--- config.mk ---
export PLATFORM = sky130hd
export DESIGN_NAME = pipe_stage_ex_mem
export DESIGN_NICKNAME = d
export VERILOG_FILES = /design/src/rtl/pipeline_pkg.sv /design/src/rtl/pipe_slot.sv /design/src/rtl/pipe_stage_ex_mem.sv
export SDC_FILE = /design/constraint.sdc
export NUM_CORES = 1
export LEC_CHECK = 0
export CORE_MARGIN = 2
export CORE_UTILIZATION = 40
export CTS_CLUSTER_SIZE = 25
export DETAILED_ROUTE_END_ITERATION = 7
export PLACE_DENSITY_LB_ADDON = 0.08
export SYNTH_ARGS = -nofsm -noshare
export SYNTH_HDL_FRONTEND = slang
export SYNTH_SLANG_ARGS = --single-unit
--- constraint.sdc ---
create_clock -name clk -period 4.1 [get_ports clk]
set_input_delay 0.82 -clock clk [delete_from_list [all_inputs] [get_ports clk]]
set_output_delay 0.82 -clock clk [all_outputs]
set_load 0.03 [all_outputs]
--- src/rtl/pipeline_pkg.sv ---
// Shared types and default widths for the EX->MEM pipeline stage.
// Build option PIPE_STAGE_FWD_EN is consumed by pipe_stage_ex_mem.
package pipeline_pkg;

    localparam int unsigned XLEN   = 32;
    localparam int unsigned REG_AW = 5;
    localparam int unsigned OP_W   = 7;

    typedef struct packed {
        logic [XLEN-1:0]   result;
        logic [XLEN-1:0]   data;
        logic [REG_AW-1:0] rd;
        logic [OP_W-1:0]   opcode;
    } ex_mem_t;

    typedef enum logic [1:0] {EMPTY, ONE, FULL} stage_state_t;

    // The stage state is fully encoded by the two slot valid bits.
    function automatic stage_state_t state_of(input logic out_vld, input logic skid_vld);
        if (skid_vld) return FULL;
        if (out_vld)  return ONE;
        return EMPTY;
    endfunction

endpackage

--- src/rtl/pipe_slot.sv ---
// One payload register with load enable, valid bit and synchronous valid clear.
// Captures on the falling clock edge like the other pipeline registers.
module pipe_slot
    import pipeline_pkg::*;
#(
    parameter type T = ex_mem_t
) (
    input  logic clk_i,
    input  logic rst_i,
    input  logic load_i,
    input  logic clear_i,
    input  T     d_i,
    output logic valid_o,
    output T     q_o
);

    logic valid_q;
    T     payload_q;

    // Clear only drops the valid bit; payload is kept as don't-care.
    always_ff @(negedge clk_i) begin
        if (rst_i) begin
            valid_q   <= 1'b0;
            payload_q <= '0;
        end else if (load_i) begin
            valid_q   <= 1'b1;
            payload_q <= d_i;
        end else if (clear_i) begin
            valid_q   <= 1'b0;
        end
    end

    assign valid_o = valid_q;
    assign q_o     = payload_q;

endmodule

--- src/rtl/pipe_stage_ex_mem.sv ---
// Two-entry elastic EX->MEM stage (output slot + skid slot) with flush and sync reset.
// Define PIPE_STAGE_FWD_EN to add the fwd_valid/fwd_rd/fwd_data forwarding outputs.
module pipe_stage_ex_mem #(
    parameter int unsigned XLEN   = pipeline_pkg::XLEN,
    parameter int unsigned REG_AW = pipeline_pkg::REG_AW,
    parameter int unsigned OP_W   = pipeline_pkg::OP_W
) (
    input  logic              clk,
    input  logic              rst,
    input  logic              flush,
    input  logic              in_valid,
    output logic              in_ready,
    input  logic [XLEN-1:0]   result_in,
    input  logic [XLEN-1:0]   data_in,
    input  logic [REG_AW-1:0] rd_in,
    input  logic [OP_W-1:0]   opcode_in,
    output logic              out_valid,
    input  logic              out_ready,
    output logic [XLEN-1:0]   result_out,
    output logic [XLEN-1:0]   data_out,
    output logic [REG_AW-1:0] rd_out,
    output logic [OP_W-1:0]   opcode_out
`ifdef PIPE_STAGE_FWD_EN
    ,
    output logic              fwd_valid,
    output logic [REG_AW-1:0] fwd_rd,
    output logic [XLEN-1:0]   fwd_data
`endif
);

    import pipeline_pkg::*;

    typedef struct packed {
        logic [XLEN-1:0]   result;
        logic [XLEN-1:0]   data;
        logic [REG_AW-1:0] rd;
        logic [OP_W-1:0]   opcode;
    } slot_t;

    slot_t        in_beat, out_q, skid_q, out_d;
    logic         skid_valid;
    logic         in_xfer, out_xfer;
    logic         out_load, out_clr, skid_load, skid_clr;
    stage_state_t state;

    assign in_beat  = '{result: result_in, data: data_in, rd: rd_in, opcode: opcode_in};
    assign in_ready = ~skid_valid & ~rst;
    assign in_xfer  = in_valid & in_ready;
    assign out_xfer = out_valid & out_ready;
    assign state    = state_of(out_valid, skid_valid);

    always_comb begin
        out_load  = 1'b0;
        out_clr   = 1'b0;
        out_d     = in_beat;
        skid_load = 1'b0;
        skid_clr  = 1'b0;
        if (flush) begin
            // Any beat offered alongside a flush is dropped.
            out_clr  = 1'b1;
            skid_clr = 1'b1;
        end else begin
            case (state)
                EMPTY: out_load = in_xfer;
                ONE: begin
                    if (out_xfer) begin
                        out_load = in_xfer;
                        out_clr  = ~in_xfer;
                    end else begin
                        skid_load = in_xfer;
                    end
                end
                FULL: begin
                    if (out_xfer) begin
                        out_load = 1'b1;
                        out_d    = skid_q;
                        skid_clr = 1'b1;
                    end
                end
                default: ;
            endcase
        end
    end

    pipe_slot #(.T(slot_t)) u_out_slot (
        .clk_i   (clk),
        .rst_i   (rst),
        .load_i  (out_load),
        .clear_i (out_clr),
        .d_i     (out_d),
        .valid_o (out_valid),
        .q_o     (out_q)
    );

    pipe_slot #(.T(slot_t)) u_skid_slot (
        .clk_i   (clk),
        .rst_i   (rst),
        .load_i  (skid_load),
        .clear_i (skid_clr),
        .d_i     (in_beat),
        .valid_o (skid_valid),
        .q_o     (skid_q)
    );

    assign result_out = out_q.result;
    assign data_out   = out_q.data;
    assign rd_out     = out_q.rd;
    assign opcode_out = out_q.opcode;

`ifdef PIPE_STAGE_FWD_EN
    assign fwd_valid = out_valid & (out_q.rd != '0);
    assign fwd_rd    = out_q.rd;
    assign fwd_data  = out_q.result;
`endif

endmodule

==> results of run 1 <==
## logic make-up after synthesis
kind of cell	synth area share, %
compound gates	29.1
simple gates	11.5
flops	42.4
buf+inv	6.44
mux	10.5
## cells in the final DEF (no fill, tap or decap), types with 27 or more instances in the layout
cell             synthesis  layout
nand3_1                 76      76
nor3_1                  76      76
inv_1                    3     157
o21ai_0                 77      77
a21oi_1                154     154
clkdlybuf4s15_1          0      27
a2111oi_2               40      44
dfxtp_1                154     153
clkbuf_2                 1      33
mux2i_1                 76      75
clkdlybuf4s50_1          0      76
## registers in the layout (all words and copies together), names as in the netlist
register,count
u_out_slot.q_o,76
u_out_slot.valid_o,1
u_skid_slot.q_o,76
u_skid_slot.valid_o,1
## worst max-delay path by stage
stage / start / to / slack (ns) / cells after the start
6_report: u_out_slot.q_o[29]$_SDFFE_NP0P_ / data_out[17] / 0.03 / 1
5_1_grt: u_out_slot.q_o[9]$_SDFFE_NP0P_ / rd_out[2] / 0.0003 / 1
4_1_cts: u_out_slot.q_o[57]$_SDFFE_NP0P_ / result_out[13] / 0.00001 / 1
3_5_place_dp: flush / u_out_slot.q_o[35]$_SDFFE_NP0P_ / -0.68 / 5
3_3_place_gp: flush / u_out_slot.q_o[1]$_SDFFE_NP0P_ / -0.60 / 5
2_1_floorplan: flush / u_out_slot.q_o[12]$_SDFFE_NP0P_ / 0.06 / 5
## metrics by stage
| step | std cells | util [%] | TNS (ns) | area [um2] |
|---|---|---|---|---|
| final | 1317 | 57.6 | 0 | 10300 |
| after global routing | 1317 | 57.6 | 0 | 10300 |
| after CTS | 1316 | 58.3 | 0 | 10400 |
| after detailed placement | 1129 | 51.3 | -69.16 | 9190 |
| after global placement | 1129 | 51.3 | -64.66 | 9190 |
| after floorplan | 805 | - | 0 | 7260 |
## layout make-up
| type | count | area [um2] | area share (%) |
|---|---|---|---|
| antenna | 1 | 2.50 | 0.0243 |
| clock buffer | 17 | 425 | 4.13 |
| clock inverter | 166 | 699 | 6.79 |
| inverter | 2 | 7.51 | 0.0728 |
| multi-input combinational | 547 | 3810 | 37.0 |
| sequential | 154 | 3080 | 29.9 |
| tap | 229 | 287 | 2.78 |
| timing repair buffer | 201 | 1990 | 19.3 |
## layer usage
metal | vias up | part of all wire (%)
met1 | 3737 | 42
li1 | 3609 | -
met2 | 323 | 49
met3 | 37 | 7.2
met5 | - | 0
met4 | 0 | 1.7
## power by group
group / switching (mW) / total, mW / internal (mW)
logic: 0.302 / 0.512 / 0.210
clock network: 1.01 / 2.09 / 1.08
registers: 0.0296 / 1.57 / 1.55
## repair_timing
item | CTS | global route
resized for setup | 157 | 64
endpoints found under the setup margin | 154 | 51
gates cloned | 2 | 0
pin swaps | 21 | 0
buffers inserted | 3 | 0
==> summary.txt, run 1 <==
Route
  • Final WL: 24.7 mm
  • WL per Instance: 18.8 um
  • Via count: approximately 7,700
  • Initial DRT Pass Iterations: 6
  • DRC viols: 0
  • Initial drt markers: 555
  • Antenna-violating nets left: 0
  • Via density per instance: ~5.9

Clock tree
  • CTS Hold Buffers Added: 0
  • Num CTS Buffers: 17
  • CTS tree: done
  • Clk buf depth: 2
  • Clock-pin slew on the worst setup and hold paths: 0.05 ns
  • Sink Count: between 150 and 200
  • Clk Latency, worst-skew pair: 0.47 ns
  • CTS root buffer: clkbuf_16
  • H-tree levels: 4

Power
  • Max VDD drop: a little under 0.3 mV
  • Lkg Pwr: around 4.6 nW
  • Pwr Density: around 410 nW/um2
  • Power Total: approximately 4.2 mW

Synthesis
  • Largest cells by area after synthesis: dfxtp_1 (42%), a21oi_1 (11%), mux2i_1 (10%), a2111oi_2 (8.3%), o21ai_0 (5.3%)
  • Syn_area_per_cell: 9.02 um2
  • Top FF cell, synth: dfxtp_1
  • Commonest cells post-synth: a21oi_1 (154), dfxtp_1 (154), o21ai_0 (77)
  • Seq/Total Area, Yosys: 42.4%
  • Post-synthesis cell area: 7260 um2
  • Top cell type's share of synthesized area: 42.4%
  • Cell taking the most area after synthesis: dfxtp_1
  • YS warnings: 0
  • Post-synth EDFFs: 0
  • Fraction of registers with async set/reset: 0%
  • Mapped Cells: between 800 and 900
  • Number of synthesized register bits: 154
  • Distinct cells, synth: 26
  • Post-Syn Nets: 886

Global routing
  • M3 GR Usage: 9.36%
  • Global-route wire length before repair: 40.0 mm
  • Initial antenna violation count: 1
  • Vias in the first global route: 8,172
  • M2 GR Usage: between 40 and 50%
  • Busiest grt layer: met2
  • Met1 Track Usage GR: a little under 30%
  • Largest net degree at the start of global routing: 75
  • GRT Util Overall: 25.1%
  • Remaining global-route overflow: 0

Min path
  • Worst hold path type: reg2reg
  • Min-delay src: u_skid_slot.q_o[69]$_SDFFE_NP0P_
  • Worst Hold End: u_skid_slot.q_o[69]$_SDFFE_NP0P_
  • Hold depth: 2

Worst setup path
  • Critical path capture point type: primary output
  • Maximum fanout along the worst path: 3
  • Cell-by-cell trace of the critical path: clkdlybuf4s15_1
  • Setup CP Type: reg2out
  • Worst-case reg-to-reg path depth: 5
  • Bufs and invs on worst path: 1
  • CP Launch Type: flip-flop
  • CP Data Required Time: 3.28 ns
  • CP peak stage delay: 0.39 ns
  • CP max stage cell: clkdlybuf4s15_1
  • Reg-to-reg endpoint: u_out_slot.q_o[1]$_SDFFE_NP0P_
  • Cell family with most CP delay: buffers and inverters
  • FF-to-FF setup slack: roughly 1.8 ns
  • RR Startpoint: u_out_slot.valid_o$_SDFFE_NP0P_
  • CP arrival: 3.25 ns

Floorplan
  • Core area: 17,900 um2
  • Chip Height: ~140 um
  • IO Pins: 159
  • Cell row count: between 40 and 50
  • Die area: 19,300 um2
  • Die X: 139 um
  • Initial Util: 40.6%

Placement
  • Hpwl dp: around 15 mm
  • Setup WS pre-CTS: -0.683 ns
  • RePlAce Congestion: between 0.8 and 0.9
  • PortBufs: 158

Layout
  • Layout cell share with drive strength beyond 1: ~16%
  • Final nets: 1,158
  • Layout area overhead: 41.9%
  • Number of filler cells placed in the layout: 1,615

STA
  • Setup ws final: between 0.02 and 0.03 ns
  • WHS: 0.472 ns
  • Fin Clk Skew: 0.0255 ns
  • Slew HR: 48.3%
  • Finish-stage setup viols: 0
  • Tightest Pin Transition: approximately 0.78 ns
  • RSZ-0062 raised after global routing: no
  • Slew Viols, Final: 0
  • Fin. Hold Viols: 0

Job
  • Count of max-cap constraint violations: 0

Status
  • Status: finished, final reports clean
Power figures use the tool's default switching activity.
==> run 2: changes to the inputs <==
--- a/config.mk
+++ b/config.mk
@@ -10,6 +10,7 @@
 export CTS_CLUSTER_SIZE = 25
 export DETAILED_ROUTE_END_ITERATION = 7
 export PLACE_DENSITY_LB_ADDON = 0.08
+export SKIP_CTS_REPAIR_TIMING = 1
 export SYNTH_ARGS = -nofsm -noshare
 export SYNTH_HDL_FRONTEND = slang
 export SYNTH_SLANG_ARGS = --single-unit
==> run 2 against run 1 <==
  * Non-clock buffer count decreased by 2
  * Global-route usage decreased by 0.60 points
  * Die area unchanged
  * First-iteration DRC count increased by 1.4%
  * Final cell count decreased by 0.15%
  * Critical path depth unchanged
  * Clock-buffer cell count unchanged
  * Clock power about the same
  * Setup slack improved by 0.052 ns
  * Register-to-register slack got worse by 0.02 ns
  * Critical path type unchanged
  * Largest power group unchanged
  * Highest routed layer unchanged
==> summary.txt, run 2 (same netlist as run 1, synthesis figures left out) <==
Status
  • Status: finished, final reports clean

Route
  • Initial drt markers: 563 (+1.4%)
  • Final WL: 24.4 mm (-1.1%)
  • Antenna-violating nets left: 0 (unchanged)
  • Via density per instance: 5.89 (+0.74%)
  • DRC viols: 0 (unchanged)
  • Via count: 7,751 (+0.58%)
  • WL per Instance: 18.6 um (-0.93%)
  • Initial DRT Pass Iterations: 5 (-1)

Power
  • Pwr Density: 396 nW/um2 (-2.3%)
  • Power Total: 4.19 mW (+0.34%)
  • Max VDD drop: 0.293 mV (-1.1%)
  • Lkg Pwr: 5.85 nW (+27%)

Clock tree
  • Num CTS Buffers: 17 (unchanged)
  • Clk buf depth: 2 (unchanged)
  • CTS root buffer: clkbuf_16
  • Sink Count: 154 (unchanged)
  • Clock-pin slew on the worst setup and hold paths: 0.04 ns (about the same)
  • Clk Latency, worst-skew pair: 0.46 ns (about the same)
  • H-tree levels: 4 (unchanged)
  • CTS tree: done

Global routing
  • Remaining global-route overflow: 0 (unchanged)
  • Initial antenna violation count: 1 (unchanged)
  • Vias in the first global route: 8,126 (-0.56%)
  • Global-route wire length before repair: 39.3 mm (-2.0%)
  • GRT Util Overall: 24.5% (-0.60 points)
  • Largest net degree at the start of global routing: 75 (unchanged)

Layout
  • Final nets: 1,156 (-0.17%)
  • Commonest non-fill, non-tap cell in the layout: inv_1
  • Most frequent cells in the layout: inv_1 (157), a21oi_1 (154), dfxtp_1 (153)
  • Layout cell share with drive strength beyond 1: 11.2% (-4.8 points)
  • Post-route insts no fill: 1,315 (-0.15%)
  • Layout area overhead: 45.7%

Floorplan
  • Die area: 19,300 um2 (unchanged)
  • Cell row count: 49 (unchanged)
  • Initial Util: 40.6% (unchanged)
  • Chip Height: 139 um (unchanged)
  • IO Pins: 159 (unchanged)
  • Die X: 139 um (unchanged)
  • Core area: 17,900 um2 (unchanged)

STA
  • Setup TNS: 0 ns (unchanged)
  • Tightest Pin Transition: 0.775 ns (-0.00146 ns)
  • Fin Clk Skew: 0.0203 ns (-0.00518 ns)
  • RSZ-0062 raised after global routing: no
  • Slew Viols, Final: 0 (unchanged)
  • Slew HR: 48.4% (+0.097 points)
  • Fin. Hold Viols: 0 (unchanged)
  • Finish-stage setup viols: 0 (unchanged)

Placement
  • RePlAce Congestion: 0.822 (unchanged)
  • Placed cell count: 1,129 (unchanged)
  • Hpwl dp: 14.6 mm (unchanged)
  • PortBufs: 158 (unchanged)

Worst setup path
  • Cell-by-cell trace of the critical path: dlymetal6s2s_1
  • CP Launch Type: flip-flop
  • Setup CP Type: reg2out
  • CP peak stage delay: 0.35 ns (-0.04 ns)
  • Maximum fanout along the worst path: 3 (unchanged)
  • CP max stage cell: dfxtp_1
  • CP Data Required Time: 3.28 ns (about the same)
  • CP arrival: 3.20 ns (-0.05 ns)
  • RR Startpoint: u_out_slot.valid_o$_SDFFE_NP0P_
  • Bufs and invs on worst path: 1 (unchanged)
  • Critical path capture point type: primary output
  • Critical path startpoint: u_out_slot.q_o[3]$_SDFFE_NP0P_
  • Cell family with most CP delay: flip-flops

Job
  • Count of max-cap constraint violations: 0 (unchanged)

Min path
  • Min-delay src: u_skid_slot.q_o[69]$_SDFFE_NP0P_
  • Worst hold path type: reg2reg
-- run 2: final timing paths --
kind,to,slack (ns),cells past startpoint
max reg2reg,u_out_slot.q_o[35]$_SDFFE_NP0P_,1.80,5
min,u_skid_slot.q_o[69]$_SDFFE_NP0P_,0.47,2
max,opcode_out[3],0.08,1
min reg2reg,u_skid_slot.q_o[69]$_SDFFE_NP0P_,0.47,2
-- run 2: per-layer routing --
layer	share of wire [%]	GRT usage [%]	vias up
li1	-	-	3604
met1	42	28.4	3791
met2	49	39.9	312
met3	6.8	9.25	44
met4	2.0	12.1	0
met5	0	0	-
-- run 2: worst min-delay path, delay by kind of cell (launching register included) --
kind               cells  cell delay (ns)
DFF                    1             0.29
AOI/OAI and AO/OA      2             0.12
-- run 2: where the power goes --
part	internal, mW	switching (mW)
logic	0.227	0.298
registers	1.55	0.0284
clock network	1.08	1.01
-- run 2: cell type report --
| class | instances | area, um2 |
|---|---|---|
| inverter | 2 | 7.51 |
| antenna | 1 | 2.50 |
| timing repair buffer | 199 | 2320 |
| sequential | 154 | 3080 |
| multi-input combinational | 547 | 3760 |
| fill | 1578 | 7310 |
| tap | 229 | 287 |
| clock buffer | 17 | 425 |
| clock inverter | 166 | 699 |
-- run 2: stage by stage --
step           worst slack, ns  hold WS (ns)  cell area, um2  util [%]
5_1_grt                0.00639         0.492           10600      59.1
3_5_place_dp            -0.683         0.467            9190      51.3
6_report                0.0784         0.472           10600      59.1
3_3_place_gp            -0.598         0.459            9190      51.3
4_1_cts                 -0.325         0.471           10300      57.6
2_1_floorplan           0.0633         0.453            7260         -
